### src/rtl/uc_bcast_scheduler_pkg.sv
// Shared types for the unit-clause broadcast scheduler: literal type,
// null literal and the scheduler state encoding.
package uc_pkg;

    localparam int LIT_W = 8;

    typedef logic signed [LIT_W-1:0] lit_t;

    localparam lit_t LIT_NULL = '0;

    typedef enum logic [1:0] {
        IDLE  = 2'd0,
        BCAST = 2'd1,
        CONFL = 2'd2
    } bcast_state_e;

endpackage

### src/rtl/uc_bcast_scheduler_if.sv
// Arbiter-side and engine-side signals of the broadcast scheduler.
// master: the environment (arbiter + engines); slave: the scheduler.
interface uc_bcast_scheduler_if #(
    parameter int NUM_ENGINE = 4
) ();

    logic                  uca_valid;
    uc_pkg::lit_t          uca_lit;
    logic                  uca_ready;
    logic                  uca_conflict;
    logic [NUM_ENGINE-1:0] eng_full;
    logic [NUM_ENGINE-1:0] eng_busy;
    logic [NUM_ENGINE-1:0] eng_push;
    uc_pkg::lit_t          eng_lit;

    modport master (
        output uca_valid, uca_lit, uca_conflict, eng_full, eng_busy,
        input  uca_ready, eng_push, eng_lit
    );

    modport slave (
        input  uca_valid, uca_lit, uca_conflict, eng_full, eng_busy,
        output uca_ready, eng_push, eng_lit
    );

endinterface

### src/rtl/uc_bcast_scheduler.sv
// Broadcasts each accepted unit clause to every engine queue, tracking
// per-engine pending delivery under back-pressure, handles conflicts and
// flags quiescence of the BCP round.
//
// state | meaning
// IDLE  | nothing in flight, ready for a new unit clause
// BCAST | literal in eng_lit still owed to engines flagged in pending
// CONFL | conflict seen; everything frozen until flush
module uc_bcast_scheduler
    import uc_pkg::*;
#(
    parameter int NUM_ENGINE = 4,
    parameter int QUIET_CYC  = 4,
    parameter int CNT_W      = 16
) (
    input  logic                 clk,
    input  logic                 rst,
    uc_bcast_scheduler_if.slave  bus,
    input  logic                 flush,
    output logic                 conflict,
    output logic                 quiesce,
    output logic [CNT_W-1:0]     bcast_cnt
);

    localparam int QW = $clog2(QUIET_CYC + 1);
    localparam logic [QW-1:0] QUIET_MAX = QW'(QUIET_CYC);

    bcast_state_e          state_q, state_d;
    logic [NUM_ENGINE-1:0] pending_q, pending_d;
    lit_t                  lit_q, lit_d;
    logic                  conflict_d;
    logic                  cnt_inc;
    logic [QW-1:0]         quiet_q, quiet_d;
    logic                  quiet_ok;

    logic                  hold;
    logic                  ready_base;
    logic                  xfer;
    logic                  load;
    logic [NUM_ENGINE-1:0] remaining;

    // Handshake and push strobes; flush and a fresh conflict freeze both.
    always_comb begin
        hold       = flush | (bus.uca_conflict & (state_q != CONFL));
        ready_base = (state_q == IDLE) |
                     ((state_q == BCAST) & ((pending_q & bus.eng_full) == '0));
        bus.uca_ready = ready_base & ~hold & ~rst;
        bus.eng_push  = ((state_q == BCAST) & ~hold) ? (pending_q & ~bus.eng_full) : '0;
        xfer          = bus.uca_valid & bus.uca_ready;
        load          = xfer & (bus.uca_lit != LIT_NULL);
        remaining     = pending_q & ~bus.eng_push;
    end

    // Next-state logic; flush overrides conflict, conflict overrides delivery.
    always_comb begin
        state_d    = state_q;
        pending_d  = pending_q;
        lit_d      = lit_q;
        conflict_d = conflict;
        cnt_inc    = 1'b0;

        unique case (state_q)
            IDLE: begin
                if (load) begin
                    lit_d     = bus.uca_lit;
                    pending_d = '1;
                    state_d   = BCAST;
                end
            end
            BCAST: begin
                pending_d = remaining;
                if (remaining == '0) begin
                    cnt_inc = 1'b1;
                    if (load) begin
                        lit_d     = bus.uca_lit;
                        pending_d = '1;
                    end else begin
                        state_d = IDLE;
                    end
                end
            end
            CONFL: begin
            end
            default: state_d = IDLE;
        endcase

        if (bus.uca_conflict && state_q != CONFL) begin
            state_d    = CONFL;
            pending_d  = '0;
            lit_d      = lit_q;
            conflict_d = 1'b1;
            cnt_inc    = 1'b0;
        end

        if (flush) begin
            state_d    = IDLE;
            pending_d  = '0;
            lit_d      = lit_q;
            conflict_d = 1'b0;
            cnt_inc    = 1'b0;
        end
    end

    // Idle-cycle run length used for quiescence detection.
    always_comb begin
        quiet_ok = (state_q == IDLE) & ~bus.uca_valid & (bus.eng_busy == '0) & ~conflict;
        if (!quiet_ok)
            quiet_d = '0;
        else if (quiet_q == QUIET_MAX)
            quiet_d = quiet_q;
        else
            quiet_d = quiet_q + 1'b1;
    end

    // Control state, pending mask, literal and conflict flag.
    always_ff @(posedge clk or posedge rst) begin
        if (rst) begin
            state_q   <= IDLE;
            pending_q <= '0;
            lit_q     <= LIT_NULL;
            conflict  <= 1'b0;
        end else begin
            state_q   <= state_d;
            pending_q <= pending_d;
            lit_q     <= lit_d;
            conflict  <= conflict_d;
        end
    end

    // Saturating broadcast counter and quiescence flag.
    always_ff @(posedge clk or posedge rst) begin
        if (rst) begin
            bcast_cnt <= '0;
            quiet_q   <= '0;
            quiesce   <= 1'b0;
        end else if (flush) begin
            bcast_cnt <= '0;
            quiet_q   <= '0;
            quiesce   <= 1'b0;
        end else begin
            if (cnt_inc && bcast_cnt != '1)
                bcast_cnt <= bcast_cnt + 1'b1;
            quiet_q <= quiet_d;
            quiesce <= (quiet_d == QUIET_MAX);
        end
    end

    assign bus.eng_lit = lit_q;

endmodule
### src/flat_wrapper.sv
// flat-port wrapper written by rule: the top's interface ports become plain ports
module uc_bcast_scheduler_flat import uc_pkg::*;
#(
    parameter int NUM_ENGINE = 4,
    parameter int QUIET_CYC  = 4,
    parameter int CNT_W      = 16
)
  (clk, rst, flush, conflict, quiesce, bcast_cnt, bus_uca_valid, bus_uca_lit, bus_uca_conflict, bus_eng_full, bus_eng_busy, bus_uca_ready, bus_eng_push, bus_eng_lit);
  uc_bcast_scheduler_if #(.NUM_ENGINE(NUM_ENGINE)) bus_i ();
  input  logic clk;
  input  logic rst;
  input  logic flush;
  output logic conflict;
  output logic quiesce;
  output logic [CNT_W-1:0] bcast_cnt;
  input wire logic [$bits(bus_i.uca_valid)-1:0] bus_uca_valid;
  input wire logic [$bits(bus_i.uca_lit)-1:0] bus_uca_lit;
  input wire logic [$bits(bus_i.uca_conflict)-1:0] bus_uca_conflict;
  input wire logic [$bits(bus_i.eng_full)-1:0] bus_eng_full;
  input wire logic [$bits(bus_i.eng_busy)-1:0] bus_eng_busy;
  output wire logic [$bits(bus_i.uca_ready)-1:0] bus_uca_ready;
  output wire logic [$bits(bus_i.eng_push)-1:0] bus_eng_push;
  output wire logic [$bits(bus_i.eng_lit)-1:0] bus_eng_lit;
  assign bus_i.uca_valid = bus_uca_valid;
  assign bus_i.uca_lit = bus_uca_lit;
  assign bus_i.uca_conflict = bus_uca_conflict;
  assign bus_i.eng_full = bus_eng_full;
  assign bus_i.eng_busy = bus_eng_busy;
  assign bus_uca_ready = bus_i.uca_ready;
  assign bus_eng_push = bus_i.eng_push;
  assign bus_eng_lit = bus_i.eng_lit;
  uc_bcast_scheduler #(.NUM_ENGINE(NUM_ENGINE), .QUIET_CYC(QUIET_CYC), .CNT_W(CNT_W)) u_core (.clk(clk), .rst(rst), .bus(bus_i), .flush(flush), .conflict(conflict), .quiesce(quiesce), .bcast_cnt(bcast_cnt));
endmodule
### config.mk
export PLATFORM = sky130hd
export DESIGN_NAME = uc_bcast_scheduler_flat
export DESIGN_NICKNAME = d
export VERILOG_FILES = /design/src/rtl/uc_bcast_scheduler_pkg.sv /design/src/rtl/uc_bcast_scheduler_if.sv /design/src/rtl/uc_bcast_scheduler.sv /design/src/flat_wrapper.sv
export SDC_FILE = /design/constraint.sdc
export NUM_CORES = 1
export LEC_CHECK = 0
export CORE_AREA = 2 2 69 87
export CTS_CLUSTER_SIZE = 16
export DETAILED_ROUTE_END_ITERATION = 10
export DIE_AREA = 0 0 71 89
export PLACE_DENSITY = 0.62
export SLEW_MARGIN = 0
export SYNTH_ARGS = -nofsm -noshare
export SYNTH_HDL_FRONTEND = slang
export SYNTH_SLANG_ARGS = --single-unit
export TNS_END_PERCENT = 50
### constraint.sdc
create_clock -name clk -period 5.8 [get_ports clk]
set_input_delay 0.58 -clock clk [delete_from_list [all_inputs] [get_ports clk]]
set_output_delay 0.58 -clock clk [all_outputs]
set_load 0.02 [all_outputs]
==> summary.md, run 1 <==
| Metric | Value |
|---|---|
| Status | `finished clean` |
| Top FF cell, synth | `dfrtp_1` |
| Hold Buf Count CTS | `0` |
| Leak | `0.0009883 uW` |
| R2R Path End | `u_core.bcast_cnt[13]` |
| Diodes inserted | `0` |
| CP max-delay cell | `or4b_1` |
| Crit-path max FO | `23` |
| Die area | `6319 um^2` |
| Worst Hold Launch | `u_core.bus.eng_lit[4]` |
| FF+latch area | `875.8 um^2` |
| Top-count cell post-synth | `dfrtp_1` |
| IO Count | `52` |
| Die height | `89 um` |
| First-pass GRT wire length | `7555 um` |
| Core area | `5443 um^2` |
| Synth Cell Area | `1866 um^2` |
| CP most frequent cell | `clkdlybuf4s50_1` |
| Post-CTS Setup Inserts | `0` |
| # DRC | `0` |
| Crit path kind | `primary input to primary output` |
| Minimum clock period | `3895 ps` |
| Via count | `1613` |
| Most used routing layer | `met2` |
| Multi-input gate area | `918.4 um^2` |
| Clock transition at the registers of the reported paths | `80 ps` |
| Largest net degree at the start of global routing | `29` |
| VDD IR max | `0.1470 mV` |
| Vias/cell | `5.413` |
| CP delay by family, top | `buffers and inverters` |
| Sequential share of the synthesized area | `0.4695` |
| Max-slew violations | `0` |
| Library cells used by synthesis | `33` |
| TNS Setup | `0 ps` |
| Skew final | `7.379 ps` |
| Post-synth ARST share | `1.000` |
| Area Overhead vs Synth | `35.48%` |
| Top post-synthesis cells by area | `dfrtp_1 47%, a21oi_1 5.6%, or4_1 4.8%, o31ai_1 4.4%, mux2_1 4.2%` |
| WHS Path Cells | `1` |
| GPL Wtd Cong | `0.7357` |
| Layout cell share with drive strength beyond 1 | `0.08120` |
| Root Buffer | `clkbuf_8` |
| Design Area, Final | `2527 um^2` |
| Met1 usage | `0.1767` |
| Post-route antenna net violation count | `0` |
| Post-DP HPWL | `3267 um` |
| Yosys warnings | `0` |
| #FFs+latches synth | `35` |
| Crit. End Element | `primary output` |
| R2R setup slack | `3100 ps` |
| # H-tree levels | `2` |
| Final #Nets | `257` |
| WP buf/inv | `2` |
| Syn Inst Count | `183` |
| Startpoint Class | `primary input` |
| Overall routed net length | `4376 um` |
| Starting density of the core | `0.3428` |
| CTS tree | `done` |
| CP Data Required Time | `5220 ps` |
| # setup viols final | `0` |
| Synth Net Count | `207` |
| GRT Util Overall | `0.1516` |
| Placed inst area | `2415 um^2` |
| PortBufs | `51` |
| CTS max path bufs | `2` |
| Pwr dens | `231.2 nW/um^2` |
| Reg2reg path depth | `5` |
| Least-Margin Pin Slew | `841.2 ps` |
| Total grt overflow | `0` |
| Met3 GRT Util | `0.02931` |
| CP Data Arrival Time | `3310 ps` |
| CTS Buf Count | `5` |
| Die Wd | `71 um` |
| # resized after CTS | `0` |
| Worst hold path type | `flop to flop` |
| Fmax | `256.8 MHz` |
| M2 GR Usage | `0.2693` |
| Worst-Skew Late Latency | `290 ps` |
| Vias in the first global route | `1542` |
| Post-synth EDFFs | `0` |
| CTS sink cnt | `35` |
| Max cap viols | `0` |
| Largest area contributor in the netlist | `dfrtp_1` |
| 1st-pass router iterations | `4` |
| Initial antenna violation count | `0` |
| Tcrit/Tclk final | `0.6715` |
| Placement Rows | `30` |
| RSZ-0062 raised after global routing | `false` |
| Final hold violations | `0` |
| FF-to-FF Start | `u_core.state_q[1]` |
| First-iteration detailed-routing DRC count | `98` |
| Hold Path Sink | `u_core.bus.eng_lit[4]` |
| Critical-path cell list | `clkdlybuf4s50_1, or4b_1, nor3b_1, clkdlybuf4s50_1` |
| Post-DR wirelength/cell | `14.68 um` |
| Relative slew margins | `0.4374` |
| Mean Syn Cell Area | `10.19 um^2` |
| # fillers | `501` |
| Critical path's largest stage delay | `940 ps` |
| Most frequent cells after synthesis | `35 x dfrtp_1, 21 x a21oi_1, 15 x nand2_1` |
| Post-synth top area share | `0.4695` |
cells by family after synthesis:
kind of cell | synth area share
mux | 0.06640
flops | 0.4695
simple gates | 0.2354
xor+xnor | 0.004696
buf+inv | 0.03823
fa+ha+maj | 0.02012
compound gates | 0.1657
placed cells by master (no fill, tap or decap), drive strengths merged:
| master | count |
|---|---|
| a211oi | 1 |
| a21oi | 21 |
| a22oi | 2 |
| a31o | 1 |
| a31oi | 1 |
| and2 | 1 |
| and3 | 6 |
| and4 | 4 |
| buf | 1 |
| bufinv | 1 |
| clkbuf | 5 |
| clkdlybuf4s50 | 51 |
| clkinv | 2 |
| dfrtp | 35 |
| ha | 3 |
| inv | 6 |
| mux2 | 11 |
| nand2 | 15 |
| nand2b | 1 |
| nand3 | 8 |
| nand4 | 3 |
| nor2 | 8 |
| nor2b | 2 |
| nor3 | 4 |
| nor3b | 4 |
| nor4 | 3 |
| o21ai | 6 |
| o311ai | 1 |
| o31ai | 11 |
| or3 | 2 |
| or4 | 12 |
| or4b | 1 |
| xnor2 | 1 |
through the flow:
stage          hold slack (ps)  instances  setup slack (ps)  total power, uW    util
2_1_floorplan            535.8        183              3247            316.3       -
3_3_place_gp             477.1        290              1952            369.4  0.4437
3_5_place_dp             480.7        290              1911            370.0  0.4437
4_1_cts                  499.0        298              1919            593.8  0.4644
5_1_grt                  513.9        298              1745            609.5  0.4644
6_report                 493.6        298              1905            584.4  0.4644
where the power goes:
part           internal (uW)  switching (uW)
registers                259            8.15
clock network            128            92.5
logic                   48.7            47.9
worst register-to-register path: cells and delay by family, from the launching register on:
family	cells	cell delay [ps]
flops	1	400
simple gates	3	1760
compound gates	2	450
registers in the layout (all words and copies together), names as in the netlist:
name                count
u_core.bcast_cnt       16
u_core.bus.eng_lit      8
u_core.pending_q        4
u_core.quiet_q          3
u_core.state_q          2
u_core.conflict         1
u_core.quiesce          1
final cells by class:
type | count | share of cell area
Inverter | 6 | 0.008911
Tap cell | 64 | 0.03168
Clock inverter | 3 | 0.01733
Multi-Input combinational cell | 133 | 0.3634
Timing Repair Buffer | 52 | 0.2050
Clock buffer | 5 | 0.02723
Sequential cell | 35 | 0.3465
worst max-delay path by stage:
stage | start | endpoint | cells after the start
floorplan | bus_uca_conflict | u_core.bus.eng_lit[0] | 5
global placement | flush | bus_eng_push[0] | 4
detailed placement | flush | bus_eng_push[0] | 4
CTS | flush | bus_eng_push[0] | 4
global route | flush | bus_eng_push[0] | 4
finish | flush | bus_eng_push[0] | 4
routing by layer:
layer,up-vias,share of wire
li1,791,-
met1,781,0.42
met2,33,0.53
met3,8,0.032
met4,0,0.023
met5,-,0
Power figures use the tool's default switching activity.
==> inputs of run 2 (changes only) <==
- PLACE_DENSITY: 0.62 -> 0.64
- clock period: 5.8 -> 3.4 ns (I/O delays scaled with it)
==> run 2 against run 1 <==
Compared with the run above: critical endpoint is now bus_eng_push[1]; non-clock buffer count increased by 1; sequential power increased by 71%; worst hold slack got worse by 190 ps; die area unchanged; clock-buffer cell count increased by 1.
==> summary.md, run 2 (synthesis gave the netlist of run 1 again) <==
| Metric | Value |
|---|---|
| Post-route antenna net violation count | `0 (unchanged)` |
| Fmax | `331.6 MHz` |
| Via count | `1627 (was 1613)` |
| Pwr dens | `398.2 nW/um^2 (was 231.2 nW/um^2)` |
| IO Count | `52 (unchanged)` |
| GRT Util Overall | `0.1488 (was 0.1516)` |
| Die height | `89 um (unchanged)` |
| Status | `finished clean (unchanged)` |
| Design Power | `1011 uW (was 584.4 uW)` |
| Crit-path max FO | `10 (was 23)` |
| CP Data Required Time | `3060 ps (was 5220 ps)` |
| Vias/cell | `5.441 (was 5.413)` |
| RSZ-0062 raised after global routing | `false (unchanged)` |
| Die area | `6319 um^2 (unchanged)` |
| CTS sink cnt | `35 (unchanged)` |
| Commonest non-fill, non-tap cell in the layout | `clkdlybuf4s50_1 (unchanged)` |
| R2R Path End | `u_core.bcast_cnt[12] (was u_core.bcast_cnt[13])` |
| Leak | `0.0009962 uW (was 0.0009883 uW)` |
| # resized after CTS | `0 (unchanged)` |
| CP Data Arrival Time | `2680 ps (was 3310 ps)` |
| Placement Rows | `30 (unchanged)` |
| Startpoint Class | `primary input (unchanged)` |
| Post-CTS Setup Inserts | `0 (unchanged)` |
| Die Wd | `71 um (unchanged)` |
| Final hold violations | `0 (unchanged)` |
| Post-DR wirelength/cell | `15.09 um (was 14.68 um)` |
| Max-slew violations | `0 (unchanged)` |
| First-iteration detailed-routing DRC count | `107 (was 98)` |
| Skew final | `7.940 ps (was 7.379 ps)` |
| Total grt overflow | `0 (unchanged)` |
| Largest net degree at the start of global routing | `30 (was 29)` |
| Area Overhead vs Synth | `36.15% (was 35.48%)` |
| Worst-Skew Late Latency | `290 ps (about the same)` |
| Final #Nets | `258 (was 257)` |
| Most frequent cells in the layout | `51 x clkdlybuf4s50_1, 35 x dfrtp_1, 21 x a21oi_1, 15 x nand2_1, 12 x or4_1 (unchanged)` |
| Core area | `5443 um^2 (unchanged)` |
| Post-DP HPWL | `3273 um (was 3267 um)` |
| FF-to-FF Start | `u_core.state_q[1] (unchanged)` |
| CTS tree | `done (unchanged)` |
| Tcrit/Tclk final | `0.8869` |
| Hold Buf Count CTS | `0 (unchanged)` |
| GPL Wtd Cong | `0.7670 (was 0.7357)` |
| # DRC | `0 (unchanged)` |
| # H-tree levels | `2 (unchanged)` |
| VDD IR max | `0.2547 mV (was 0.1470 mV)` |
| Top reg by flops | `u_core.bcast_cnt (unchanged)` |
| CTS Buf Count | `5 (unchanged)` |
| Place WS | `266.6 ps (was 1911 ps)` |
| Max cap viols | `0 (unchanged)` |
| Clock transition at the registers of the reported paths | `70 ps (was 80 ps)` |
| Layout cell share with drive strength beyond 1 | `0.08511 (was 0.08120)` |
| Minimum clock period | `3015 ps` |
| Largest register FFs | `16 (unchanged)` |
| Crit. End Element | `primary output (unchanged)` |
| # setup viols final | `0 (unchanged)` |
| Least-Margin Pin Slew | `573.7 ps (was 841.2 ps)` |
| R2R setup slack | `710 ps (was 3100 ps)` |
| PortBufs | `51 (unchanged)` |
| Root Buffer | `clkbuf_8 (unchanged)` |
| Final Worst Setup Slack | `384.6 ps (was 1905 ps)` |
| 1st-pass router iterations | `4 (unchanged)` |
| Starting density of the core | `0.3428 (unchanged)` |
| Overall routed net length | `4511 um (was 4376 um)` |
| Crit path kind | `primary input to primary output (unchanged)` |
| Relative slew margins | `0.6165 (was 0.4374)` |
| CTS max path bufs | `2 (unchanged)` |
| First-pass GRT wire length | `7465 um (was 7555 um)` |
| Initial antenna violation count | `0 (unchanged)` |
| Worst hold path type | `primary input to asynchronous set/reset pin (was flop to flop)` |
| Reg2reg path depth | `5 (unchanged)` |
| Diodes inserted | `0 (unchanged)` |
| Vias in the first global route | `1579 (was 1542)` |
| TNS Setup | `0 ps (unchanged)` |
run 2: report_power, final:
| part | switching [uW] | internal [uW] | total, uW |
|---|---|---|---|
| combinational | 81.9 | 83.7 | 166 |
| sequential | 14.1 | 442 | 456 |
| clock | 152 | 237 | 389 |
| total | 248 | 763 | 1010 |
run 2: layout make-up:
cell class	instances	area (um^2)
well taps	64	80.08
clock inverters	2	35.03
fillers	526	2903
clock buffers	6	82.58
multi-input cells	133	918.4
flip-flops and latches	35	875.8
repair buffers	53	525.5
inverters	6	22.52
run 2: per-layer routing:
layer | share of wire | track usage | vias to the layer above
met2 | 0.54 | 0.2719 | 27
met5 | 0 | 0 | -
met1 | 0.42 | 0.1717 | 797
met3 | 0.027 | 0.03044 | 8
met4 | 0.019 | 0.05660 | 0
li1 | - | - | 795
run 2: worst max-delay path, cell delays in order:
cell	delay [ps]
clkdlybuf4s50_1	480
or4b_1	810
nor3b_1	380
clkdlybuf4s50_1	660
run 2: through the flow:
| stage | utilization | hold slack (ps) | cell area, um^2 | std cells |
|---|---|---|---|---|
| 2_1_floorplan | - | 464.2 | 1866 | 183 |
| 3_3_place_gp | 0.4451 | 474.4 | 2422 | 291 |
| 3_5_place_dp | 0.4451 | 480.7 | 2422 | 291 |
| 4_1_cts | 0.4667 | 306.7 | 2540 | 299 |
| 5_1_grt | 0.4667 | 340.2 | 2540 | 299 |
| 6_report | 0.4667 | 307.6 | 2540 | 299 |
run 2: worst max-delay path by stage:
stage	startpoint	end	slack, ps	depth (start not counted)
2_1_floorplan	u_core.state_q[1]	u_core.bus.eng_lit[0]	1030	5
3_3_place_gp	bus_uca_conflict	u_core.bcast_cnt[12]	350	6
3_5_place_dp	bus_uca_conflict	u_core.bcast_cnt[12]	270	6
4_1_cts	bus_uca_conflict	bus_eng_push[1]	380	4
5_1_grt	bus_uca_conflict	bus_eng_push[1]	310	4
6_report	bus_uca_conflict	bus_eng_push[1]	380	4
